`src/rtl/uart_cmd_pkg.sv`:
```
// Shared definitions for the UART command front end.
//   - rx_state_e : receiver FSM states
//   - CMD_*      : ASCII characters recognised by the command decoder
package uart_cmd_pkg;

    typedef enum logic [1:0] {
        IDLE  = 2'd0,
        START = 2'd1,
        DATA  = 2'd2,
        STOP  = 2'd3
    } rx_state_e;

    localparam logic [7:0] CMD_RUN  = 8'h72; // 'r'
    localparam logic [7:0] CMD_CLR  = 8'h6C; // 'l'
    localparam logic [7:0] CMD_UP   = 8'h75; // 'u'
    localparam logic [7:0] CMD_DOWN = 8'h64; // 'd'
    localparam logic [7:0] CMD_SW0  = 8'h30; // '0'
    localparam logic [7:0] CMD_SW1  = 8'h31; // '1'
    localparam logic [7:0] CMD_SW2  = 8'h32; // '2'

endpackage

```
`src/rtl/uart_rx_core.sv`:
```
// 8N1 UART receiver driven by an external oversampling strobe.
// Ports:
//   clk, rst  - system clock, synchronous active-high reset
//   rx        - asynchronous serial line (idles high)
//   b_tick    - one-clk strobe at OVS x baud
//   rx_data   - last byte received with a valid stop bit
//   rx_done   - one-clk pulse when rx_data is updated
module uart_rx_core
    import uart_cmd_pkg::*;
#(
    parameter int OVS       = 16,
    parameter int DATA_BITS = 8
) (
    input  logic                 clk,
    input  logic                 rst,
    input  logic                 rx,
    input  logic                 b_tick,
    output logic [DATA_BITS-1:0] rx_data,
    output logic                 rx_done
);

    localparam int TW = $clog2(OVS);
    localparam int BW = $clog2(DATA_BITS);

    rx_state_e            state_q, state_d;
    logic [1:0]           sync_q, sync_d;
    logic [TW-1:0]        tick_q, tick_d;
    logic [BW-1:0]        bit_q, bit_d;
    logic [DATA_BITS-1:0] shift_q, shift_d;
    logic [DATA_BITS-1:0] data_q, data_d;
    logic                 done_q, done_d;
    logic                 rx_s;

    assign rx_s    = sync_q[1];
    assign rx_data = data_q;
    assign rx_done = done_q;

    always_comb begin
        state_d = state_q;
        sync_d  = {sync_q[0], rx};
        tick_d  = tick_q;
        bit_d   = bit_q;
        shift_d = shift_q;
        data_d  = data_q;
        done_d  = 1'b0;
        case (state_q)
            IDLE: begin
                // Start edge is taken on any clk, not just tick clks, so the
                // half-bit count below lines up within one tick of the edge.
                if (!rx_s) begin
                    tick_d  = '0;
                    state_d = START;
                end
            end
            START: begin
                if (b_tick) begin
                    if (tick_q == TW'(OVS / 2 - 1)) begin
                        if (!rx_s) begin
                            tick_d  = '0;
                            bit_d   = '0;
                            state_d = DATA;
                        end else begin
                            state_d = IDLE; // too short to be a start bit
                        end
                    end else begin
                        tick_d = tick_q + 1'b1;
                    end
                end
            end
            DATA: begin
                if (b_tick) begin
                    if (tick_q == TW'(OVS - 1)) begin
                        tick_d  = '0;
                        shift_d = {rx_s, shift_q[DATA_BITS-1:1]};
                        if (bit_q == BW'(DATA_BITS - 1)) begin
                            state_d = STOP;
                        end else begin
                            bit_d = bit_q + 1'b1;
                        end
                    end else begin
                        tick_d = tick_q + 1'b1;
                    end
                end
            end
            STOP: begin
                if (b_tick) begin
                    if (tick_q == TW'(OVS - 1)) begin
                        // Framing error drops the byte silently.
                        if (rx_s) begin
                            data_d = shift_q;
                            done_d = 1'b1;
                        end
                        state_d = IDLE;
                    end else begin
                        tick_d = tick_q + 1'b1;
                    end
                end
            end
            default: state_d = IDLE;
        endcase
    end

    always_ff @(posedge clk) begin
        if (rst) begin
            state_q <= IDLE;
            sync_q  <= 2'b11;
            tick_q  <= '0;
            bit_q   <= '0;
            shift_q <= '0;
            data_q  <= '0;
            done_q  <= 1'b0;
        end else begin
            state_q <= state_d;
            sync_q  <= sync_d;
            tick_q  <= tick_d;
            bit_q   <= bit_d;
            shift_q <= shift_d;
            data_q  <= data_d;
            done_q  <= done_d;
        end
    end

endmodule

```
`src/rtl/uart_cmd_decoder.sv`:
```
// UART command front end: receives characters and turns them into button
// pulses and toggled switch levels for the stopwatch/watch control logic.
// Ports:
//   clk, rst            - system clock, synchronous active-high reset
//   rx, b_tick          - serial line and OVS x baud strobe
//   rx_data, rx_done    - last framed byte and its one-clk strobe
//   uart_btn_{r,l,u,d}  - one-clk pulses for 'r','l','u','d'
//   uart_sw_*           - levels toggled by '0','1','2'
module uart_cmd_decoder
    import uart_cmd_pkg::*;
#(
    parameter int OVS       = 16,
    parameter int DATA_BITS = 8
) (
    input  logic       clk,
    input  logic       rst,
    input  logic       rx,
    input  logic       b_tick,
    output logic [7:0] rx_data,
    output logic       rx_done,
    output logic       uart_btn_r,
    output logic       uart_btn_l,
    output logic       uart_btn_u,
    output logic       uart_btn_d,
    output logic       uart_sw_mode,
    output logic       uart_sw_sel_mode,
    output logic       uart_sw_sel_display
);

    uart_rx_core #(
        .OVS       (OVS),
        .DATA_BITS (DATA_BITS)
    ) u_rx (
        .clk     (clk),
        .rst     (rst),
        .rx      (rx),
        .b_tick  (b_tick),
        .rx_data (rx_data),
        .rx_done (rx_done)
    );

    // {r, l, u, d} and {mode, sel_mode, sel_display}
    logic [3:0] btn_q, btn_d;
    logic [2:0] sw_q, sw_d;

    always_comb begin
        btn_d = '0;   // pulses last only the clk after a matching rx_done
        sw_d  = sw_q;
        if (rx_done) begin
            case (rx_data)
                CMD_RUN:  btn_d[3] = 1'b1;
                CMD_CLR:  btn_d[2] = 1'b1;
                CMD_UP:   btn_d[1] = 1'b1;
                CMD_DOWN: btn_d[0] = 1'b1;
                CMD_SW0:  sw_d[2]  = ~sw_q[2];
                CMD_SW1:  sw_d[1]  = ~sw_q[1];
                CMD_SW2:  sw_d[0]  = ~sw_q[0];
                default:  ;
            endcase
        end
    end

    always_ff @(posedge clk) begin
        if (rst) begin
            btn_q <= '0;
            sw_q  <= '0;
        end else begin
            btn_q <= btn_d;
            sw_q  <= sw_d;
        end
    end

    assign {uart_btn_r, uart_btn_l, uart_btn_u, uart_btn_d} = btn_q;
    assign {uart_sw_mode, uart_sw_sel_mode, uart_sw_sel_display} = sw_q;

endmodule

```
`config.mk`:
```
export PLATFORM = sky130hd
export DESIGN_NAME = uart_cmd_decoder
export DESIGN_NICKNAME = d
export VERILOG_FILES = /design/src/rtl/uart_cmd_pkg.sv /design/src/rtl/uart_rx_core.sv /design/src/rtl/uart_cmd_decoder.sv
export SDC_FILE = /design/constraint.sdc
export NUM_CORES = 1
export LEC_CHECK = 0
export BUFFER_PORTS_ARGS = -buffer_cell sky130_fd_sc_hd__buf_2
export CAP_MARGIN = 20
export CELL_PAD_IN_SITES_DETAIL_PLACEMENT = 1
export CELL_PAD_IN_SITES_GLOBAL_PLACEMENT = 1
export CORE_UTILIZATION = 40
export CTS_CLUSTER_SIZE = 12
export DETAILED_ROUTE_END_ITERATION = 10
export PLACE_DENSITY_LB_ADDON = 0.12
export RECOVER_POWER = 25
export SYNTH_ARGS = -nofsm -noshare
export SYNTH_HDL_FRONTEND = slang
export SYNTH_SLANG_ARGS = --single-unit
```
`constraint.sdc`:
```
create_clock -name clk -period 4.4 [get_ports clk]
set_input_delay 0.88 -clock clk [delete_from_list [all_inputs] [get_ports clk]]
set_output_delay 0.88 -clock clk [all_outputs]
set_load 0.005 [all_outputs]
```
== Yosys cells after proc, flatten, opt, wreduce, memory -nomap -nowiden ==
Cells that the tools add are included.
Word-level totals
  bits in registers: 35
Cells by class
  bitwise logic cells: 7
  reductions and logical operators: 12
  add/subtract/negate cells: 2
  eq/ne operators: 24
  multiplexer cells: 30
Operator list (count)
  $eq A8 B7 Y1 const B: 4
  $mux W4: 7
  $eq A8 B6 Y1 const B: 3
  $mux W2: 9
  $mux W3: 6
  $pmux W4 S4: 1
  $ne A2 B2 Y1 const B: 7
  $ne A2 B1 Y1 const B: 4
  $pmux W2 S4: 1
  $reduce_and A4 Y1: 2
  $reduce_and A8 Y1: 1
  $not A1 Y1: 7
  $reduce_and A7 Y1: 1
  $pmux W3 S2: 1
  $reduce_and A2 Y1: 3
  $mux W1: 5
  $add A4 B1 Y4 const B: 1
  $eq A2 B2 Y1 const B: 2
  $eq A4 B3 Y1 const B: 1
  $eq A4 B4 Y1 const B: 1
  $reduce_or A4 Y1: 1
  $add A3 B1 Y3 const B: 1
  $eq A3 B3 Y1 const B: 1
  $reduce_and A3 Y1: 1
  other kinds (4): 4

== Longest topological paths before layout ==
Gate-level depths: netlist (run 1).
  depth in word-level cells: 5
  depth in mapped cells: 6

== Modules after synthesis ==
From an unflattened synthesis (run 1), not the netlist that was laid out.
Unflattened totals
  cells, all modules: 163
  area, all modules: 1549.0 sq um
Modules (own cells, without submodules)
  uart_rx_core: times used 1, cells each 130, seq. area each 560.5 sq um, area an instance 1246.2 sq um
  uart_cmd_decoder: times used 1, cells each 33, seq. area each 140.1 sq um, area an instance 302.8 sq um

== Worst setup path after synthesis (run 1) ==
No wires, ideal clock.
  path type: input to register
  from: input b_tick
  to: register u_rx.shift_q[0]
  data arrival time: 1640 ps
  stages: 4
  library setup time: 128 ps
  setup slack: 2633 ps
  required time: 4272 ps
  cells stage by stage: nand4_1 -> nor2_2 -> mux2i_1 -> nor2_1
On the way
  longest elaborated chain between the ends: 1
RTL lines
  start, declared: RTL line uart_cmd_decoder.sv:18  | input logic b_tick,
  $reduce_and A3 Y1 (no line)
  end signal, assigned: RTL line uart_rx_core.sv:117  | shift_q <= shift_d;
  end, declared: RTL line uart_rx_core.sv:29  | logic [DATA_BITS-1:0] shift_q, shift_d;
Every way passes these cells.
A chain may end at the register's enable or synchronous reset.

== Worst setup path in the final report (run 1) ==
  from: input rst
  to: register btn_q[0]
On the way
  longest elaborated chain between the ends: 1
RTL lines
  start, declared: RTL line uart_cmd_decoder.sv:16  | input logic rst,
  $reduce_or A2 Y1 (no line)
  end signal, assigned: RTL line uart_cmd_decoder.sv:68  | btn_q <= btn_d;
  end, declared: RTL line uart_cmd_decoder.sv:43  | logic [3:0] btn_q, btn_d;
Every way passes these cells.

==> metrics.csv, run 1 <==
metric;value;unit
Pre-antenna DRT Iters;4;
max frequency;0.453;GHz
Crit Path Category;in -> reg;
Die X;62.8;um
initial antenna violation count;0;
CTS tree;done;
Avg WL per Cell;14.0;um
post-CTS setup buffers;0;
Worst Path Max Fanout;32;
Least-Margin Pin Slew;1.38;ns
grt total ovfl;0;
number of fill cells;431;
root buffer cell;clkbuf_8;
clk_skew;0.00828;ns
FF+latch count, synth;35;
die area;3950;um^2
CTS sink count;35;
Post-Route WL;3290;um
top cells by area, synth;dfxtp_1 (47%), mux2i_1 (6.1%), o21ai_0 (5.4%);
drt drc;0;
worst setup margin;2.19;ns
Netlist cell types;36;
post-DP HPWL;2430;um
Critical Path Source Type;primary input;
RSZ-0062 raised after global routing;no;
GR Util All Layers;18.3;%
final design utilization;49.0;%
Slew headroom;8.16;%
Clock Tree Buf Depth;2;
Placed Area;1610;um^2
Synth area leader;dfxtp_1;
period utilisation layout;50.1;%
via count;1265;
sequential share of the synthesized area;47.3;%
signal arrival time at the worst endpoint;2.38;ns
Synth Instances;167;
Core Area;3440;um^2
VDD IR max;224;uV
global-route wire length before repair;5640;um
Final Max Tran Viols;0;
layout cell share with drive strength beyond 1;17.0;%
outcome;completed;
DR iter-0 viols;54;
Yosys warnings;0;
DP Cell Count;226;
total power;0.560;mW
syn_nets;174;
most frequent cells in the layout;dfxtp_1 (35), nor2_1 (21), buf_2 (17);
setup TNS;0;ns
syn_area_per_cell;8.86;um^2
reg2reg path depth;5;
Port Buffers;19;
Worst Hold Class;reg -> reg;
# setup viols final;0;
CTS Buf Count;5;
minimum clock period;2.21;ns
drt via density;5.41;
Routability Congestion;0.746;
fin nets;194;
Max Cap Viol;0;
Worst EP required;4.57;ns
Layout Cells excl Fill;234;
Clock Latency Late Sink;0.29;ns
final instance area;1690;um^2
Reg clk slew, reported paths;0.07;ns
Die H;62.8;um
Leak;0.610;nW
Detail Route Antenna Nets;0;
area share of the largest cell type after synthesis;47.3;%
Synth Cell Area;1480;um^2
largest net degree at the start of global routing;33;
post_cts resized;0;
crit end category;flip-flop;
htree depth;2;
DP Worst Slack;2.00;ns
Hold-fix buffers, CTS;0;
number of global-route vias before repair;1225;
Fin. Hold Viols;0;
PwrDens;332;nW/um^2
FP Rows;21;
Initial Util;43.0;%
Layout area overhead;14.0;%
Hold Slack;0.416;ns
Top Ports;20;
most common cell after layout, fill and taps aside;dfxtp_1;
Worst Hold Path Cells;1;
Ant. Diodes;0;
[path summary, 6_finish.rpt]
path	startpoint	endpoint	slack, ns
worst max register to register	u_rx.tick_q[0]	u_rx.shift_q[5]	2.34
worst min register to register	u_rx.sync_q[0]	u_rx.sync_q[1]	0.42
worst min-delay path	u_rx.sync_q[0]	u_rx.sync_q[1]	0.42
worst max-delay path	rst	btn_q[0]	2.19
[logic make-up (layout without fill, tap and decap cells)]
family | Yosys count | after routing | share of synthesized area [%]
xor+xnor | 4 | 4 | 2.37
fa+ha+maj | 3 | 3 | 2.54
buf+inv | 13 | 34 | 3.63
simple gates | 65 | 65 | 23.2
flops | 35 | 35 | 47.3
compound gates | 38 | 38 | 14.8
mux | 9 | 9 | 6.09
[cell usage after synthesis]
cell type  instances
a211oi_1           2
a21oi_1           13
a31o_2             1
a31oi_1            1
a31oi_2            1
and2b_1            1
and3_1             2
and3b_2            1
buf_2              1
buf_4              1
clkbuf_1           4
dfxtp_1           35
ha_1               3
inv_1              7
mux2i_1            9
nand2_1           12
nand2b_1           1
nand3_1            3
nand3b_1           3
nand4_1            6
nor2_1            21
nor2_2             1
nor3_1             3
nor3b_1            1
nor4_1             3
o211a_1            1
o21ai_0           16
o21ai_1            1
o21ba_2            1
o22ai_1            1
or2_2              2
or4_1              2
or4b_1             2
or4b_4             1
xnor2_1            3
xor2_1             1
[routing by layer]
layer / up-vias / global-route usage, % / wire length (um)
met1: 605 / 22.9 / 1590
met4: 0 / 7.56 / 47
met3: 5 / 4.74 / 107
met5: - / 0 / 0
li1: 630 / - / -
met2: 25 / 29.5 / 1540
[critical path, cell delays in order]
cell and delay (ns):
clkbuf_1 0.98, inv_1 0.16, nand4_1 0.17, or4_1 0.14, nor2_1 0.04
[flip-flops by register name (all words and copies together) (netlist names), named ones only]
register	cells
btn_q	4
u_rx.rx_done	1
u_rx.tick_q	4
u_rx.state_q	1
u_rx.rx_data	8
u_rx.sync_q	2
u_rx.shift_q	8
sw_q	3
u_rx.bit_q	3
[area by class of cell]
type                            count  area (um^2)  share of cell area (%)
Clock buffer                        6         72.6                    4.30
Clock inverter                      2         12.5                   0.741
Inverter                            7         26.3                    1.56
Multi-Input combinational cell    119          726                    43.0
Sequential cell                    35          701                    41.5
Tap cell                           46         57.6                    3.41
Timing Repair Buffer               19         92.6                    5.49
[power breakdown]
group / switching [mW] / leakage [nW] / total [mW] / internal (mW)
Combinational: 0.00937 / 0.286 / 0.0140 / 0.00465
Clock: 0.115 / 0.0412 / 0.225 / 0.111
Sequential: 0.00252 / 0.282 / 0.321 / 0.318
Note: power is estimated with default switching activity, not from simulation.
==> run 2, diff against run 1 <==
clock period = 2.1 ns   (was 4.4 ns; I/O delays follow)
==> run 2 against run 1 <==
Hold slack worse by 0.10 ns. Final cell count is 1.3% higher. Count of clock-buffer cells in the layout stayed put. Die area stayed put. Power is 140% higher. Critical path depth stayed put. Clock power grew to 2.8 times the previous value. First-iteration DRC count is 41% higher.
==> metrics.csv, run 2 (synthesis results as in run 1) <==
metric;value;unit;change
outcome;completed;;
Die H;62.8;um;unchanged
Initial Util;43.0;%;unchanged
storage element area;701;um^2;unchanged
footprint of the multi-input gates;726;um^2;unchanged
Top Ports;20;;unchanged
Port Buffers;19;;unchanged
drt drc;0;;unchanged
initial antenna violation count;0;;unchanged
Least-Margin Pin Slew;1.32;ns;-0.0596 ns
Placed Area;1630;um^2;+1.4%
Routability Congestion;0.750;;+0.55%
period utilisation layout;87.6;%;
Crit-path slowest cell;or4b_1;;
die area;3950;um^2;unchanged
VDD IR max;344;uV;+54%
clk_skew;0.00506;ns;-0.00322 ns
Clock Latency Late Sink;0.29;ns;about the same
FP Rows;21;;unchanged
global-route wire length before repair;6040;um;+7.1%
Detail Route Antenna Nets;0;;unchanged
drt via density;5.38;;-0.49%
Layout area overhead;17.3;%;
Crit Path Category;reg -> reg;;
Max Cap Viol;0;;unchanged
Avg WL per Cell;14.6;um;+3.9%
Worst Path Max Fanout;6;;-81%
Die X;62.8;um;unchanged
Clock Tree Buf Depth;2;;unchanged
max frequency;0.543;GHz;
Worst Hold Path Cells;2;;+1
number of fill cells;420;;-2.6%
most frequent cells in the layout;dfxtp_1 (35), nor2_1 (21), o21ai_0 (16);;
PwrDens;765;nW/um^2;+130%
Worst Hold Class;in -> reg;;
number of global-route vias before repair;1315;;+7.3%
final design utilization;50.5;%;+1.4 points
total power;1.33;mW;+140%
post-DP HPWL;2400;um;-1.2%
crit end category;flip-flop;;
htree depth;2;;unchanged
setup TNS;0;ns;unchanged
CTS sink count;35;;unchanged
crit path cell chain;ha_1 > and3b_2 > a31oi_2 > or4b_1 > a21oi_1;;
Hold Slack;0.314;ns;-0.102 ns
Worst EP required;2.31;ns;-2.26 ns
reg2reg path depth;5;;unchanged
Final Max Tran Viols;0;;unchanged
Pre-antenna DRT Iters;4;;unchanged
Hold-fix buffers, CTS;0;;unchanged
most common cell after layout, fill and taps aside;dfxtp_1;;
DR iter-0 viols;76;;+41%
grt total ovfl;0;;unchanged
# setup viols final;0;;unchanged
post_cts resized;0;;unchanged
via count;1275;;+0.79%
Leak;0.630;nW;+3.4%
CTS Buf Count;5;;unchanged
CP peak stage delay;0.54;ns;-0.44 ns
Reg clk slew, reported paths;0.07;ns;about the same
minimum clock period;1.84;ns;
signal arrival time at the worst endpoint;2.05;ns;-0.33 ns
Critical Path Source Type;flip-flop;;
Fin. Hold Viols;0;;unchanged
CTS tree;done;;
post-CTS setup buffers;0;;unchanged
RSZ-0062 raised after global routing;no;;
Ant. Diodes;0;;unchanged
Core Area;3440;um^2;unchanged
largest net degree at the start of global routing;32;;-3.0%
Slew headroom;12.1;%;+4.0 points
root buffer cell;clkbuf_8;;
fin nets;197;;+1.5%
GR Util All Layers;19.8;%;+1.5 points
Post-Route WL;3460;um;+5.3%
layout cell share with drive strength beyond 1;17.3;%;+0.26 points
final instance area;1740;um^2;+2.9%
==> run 2: cell types whose count changed in the layout (fill, tap and decap cells not counted), sizes merged <==
cell	change
clkinvlp	-1
clkbuf	+3
bufinv	+1
==> run 2: stage by stage <==
step           cells  setup WS (ns)
2_1_floorplan    167          0.441
6_report         237          0.260
5_1_grt          237         0.0670
4_1_cts          237          0.279
3_3_place_gp     229          0.387
3_5_place_dp     229          0.294
==> run 2: worst paths after layout <==
check	start	endpoint	slack, ns
max	u_rx.tick_q[0]	u_rx.bit_q[1]	0.26
min reg2reg	u_rx.sync_q[0]	u_rx.sync_q[1]	0.41
max reg2reg	u_rx.tick_q[0]	u_rx.bit_q[1]	0.26
min	rx	u_rx.sync_q[0]	0.31
==> run 2: where the power goes <==
group          switching, mW  internal, mW  total, mW
registers            0.00514         0.667      0.672
clock network          0.241         0.384      0.625
logic                 0.0208        0.0101     0.0309
==> run 2: cell type report <==
type | count | share of cell area, %
Tap cell | 46 | 3.31
Multi-Input combinational cell | 119 | 41.8
Clock buffer | 6 | 4.76
Timing Repair Buffer | 22 | 6.27
Sequential cell | 35 | 40.3
Inverter | 7 | 1.51
Clock inverter | 2 | 2.02
==> run 2: per-layer routing <==
metal	share of wire, %	wire length [um]	up-vias	global-route usage, %
li1	-	-	633	-
met1	49	1700	613	25.7
met2	46	1600	22	30.3
met3	2.8	97	7	4.56
met4	1.9	65	0	10.2
met5	0	0	-	0
==> run 2: worst max-delay path, delay by kind of cell (launching register included) <==
kind / cells / cell delay [ns]
AOI/OAI and AO/OA: 2 / 0.29
adders and majority gates: 1 / 0.29
and+or+nand+nor: 2 / 0.80
DFF: 1 / 0.39
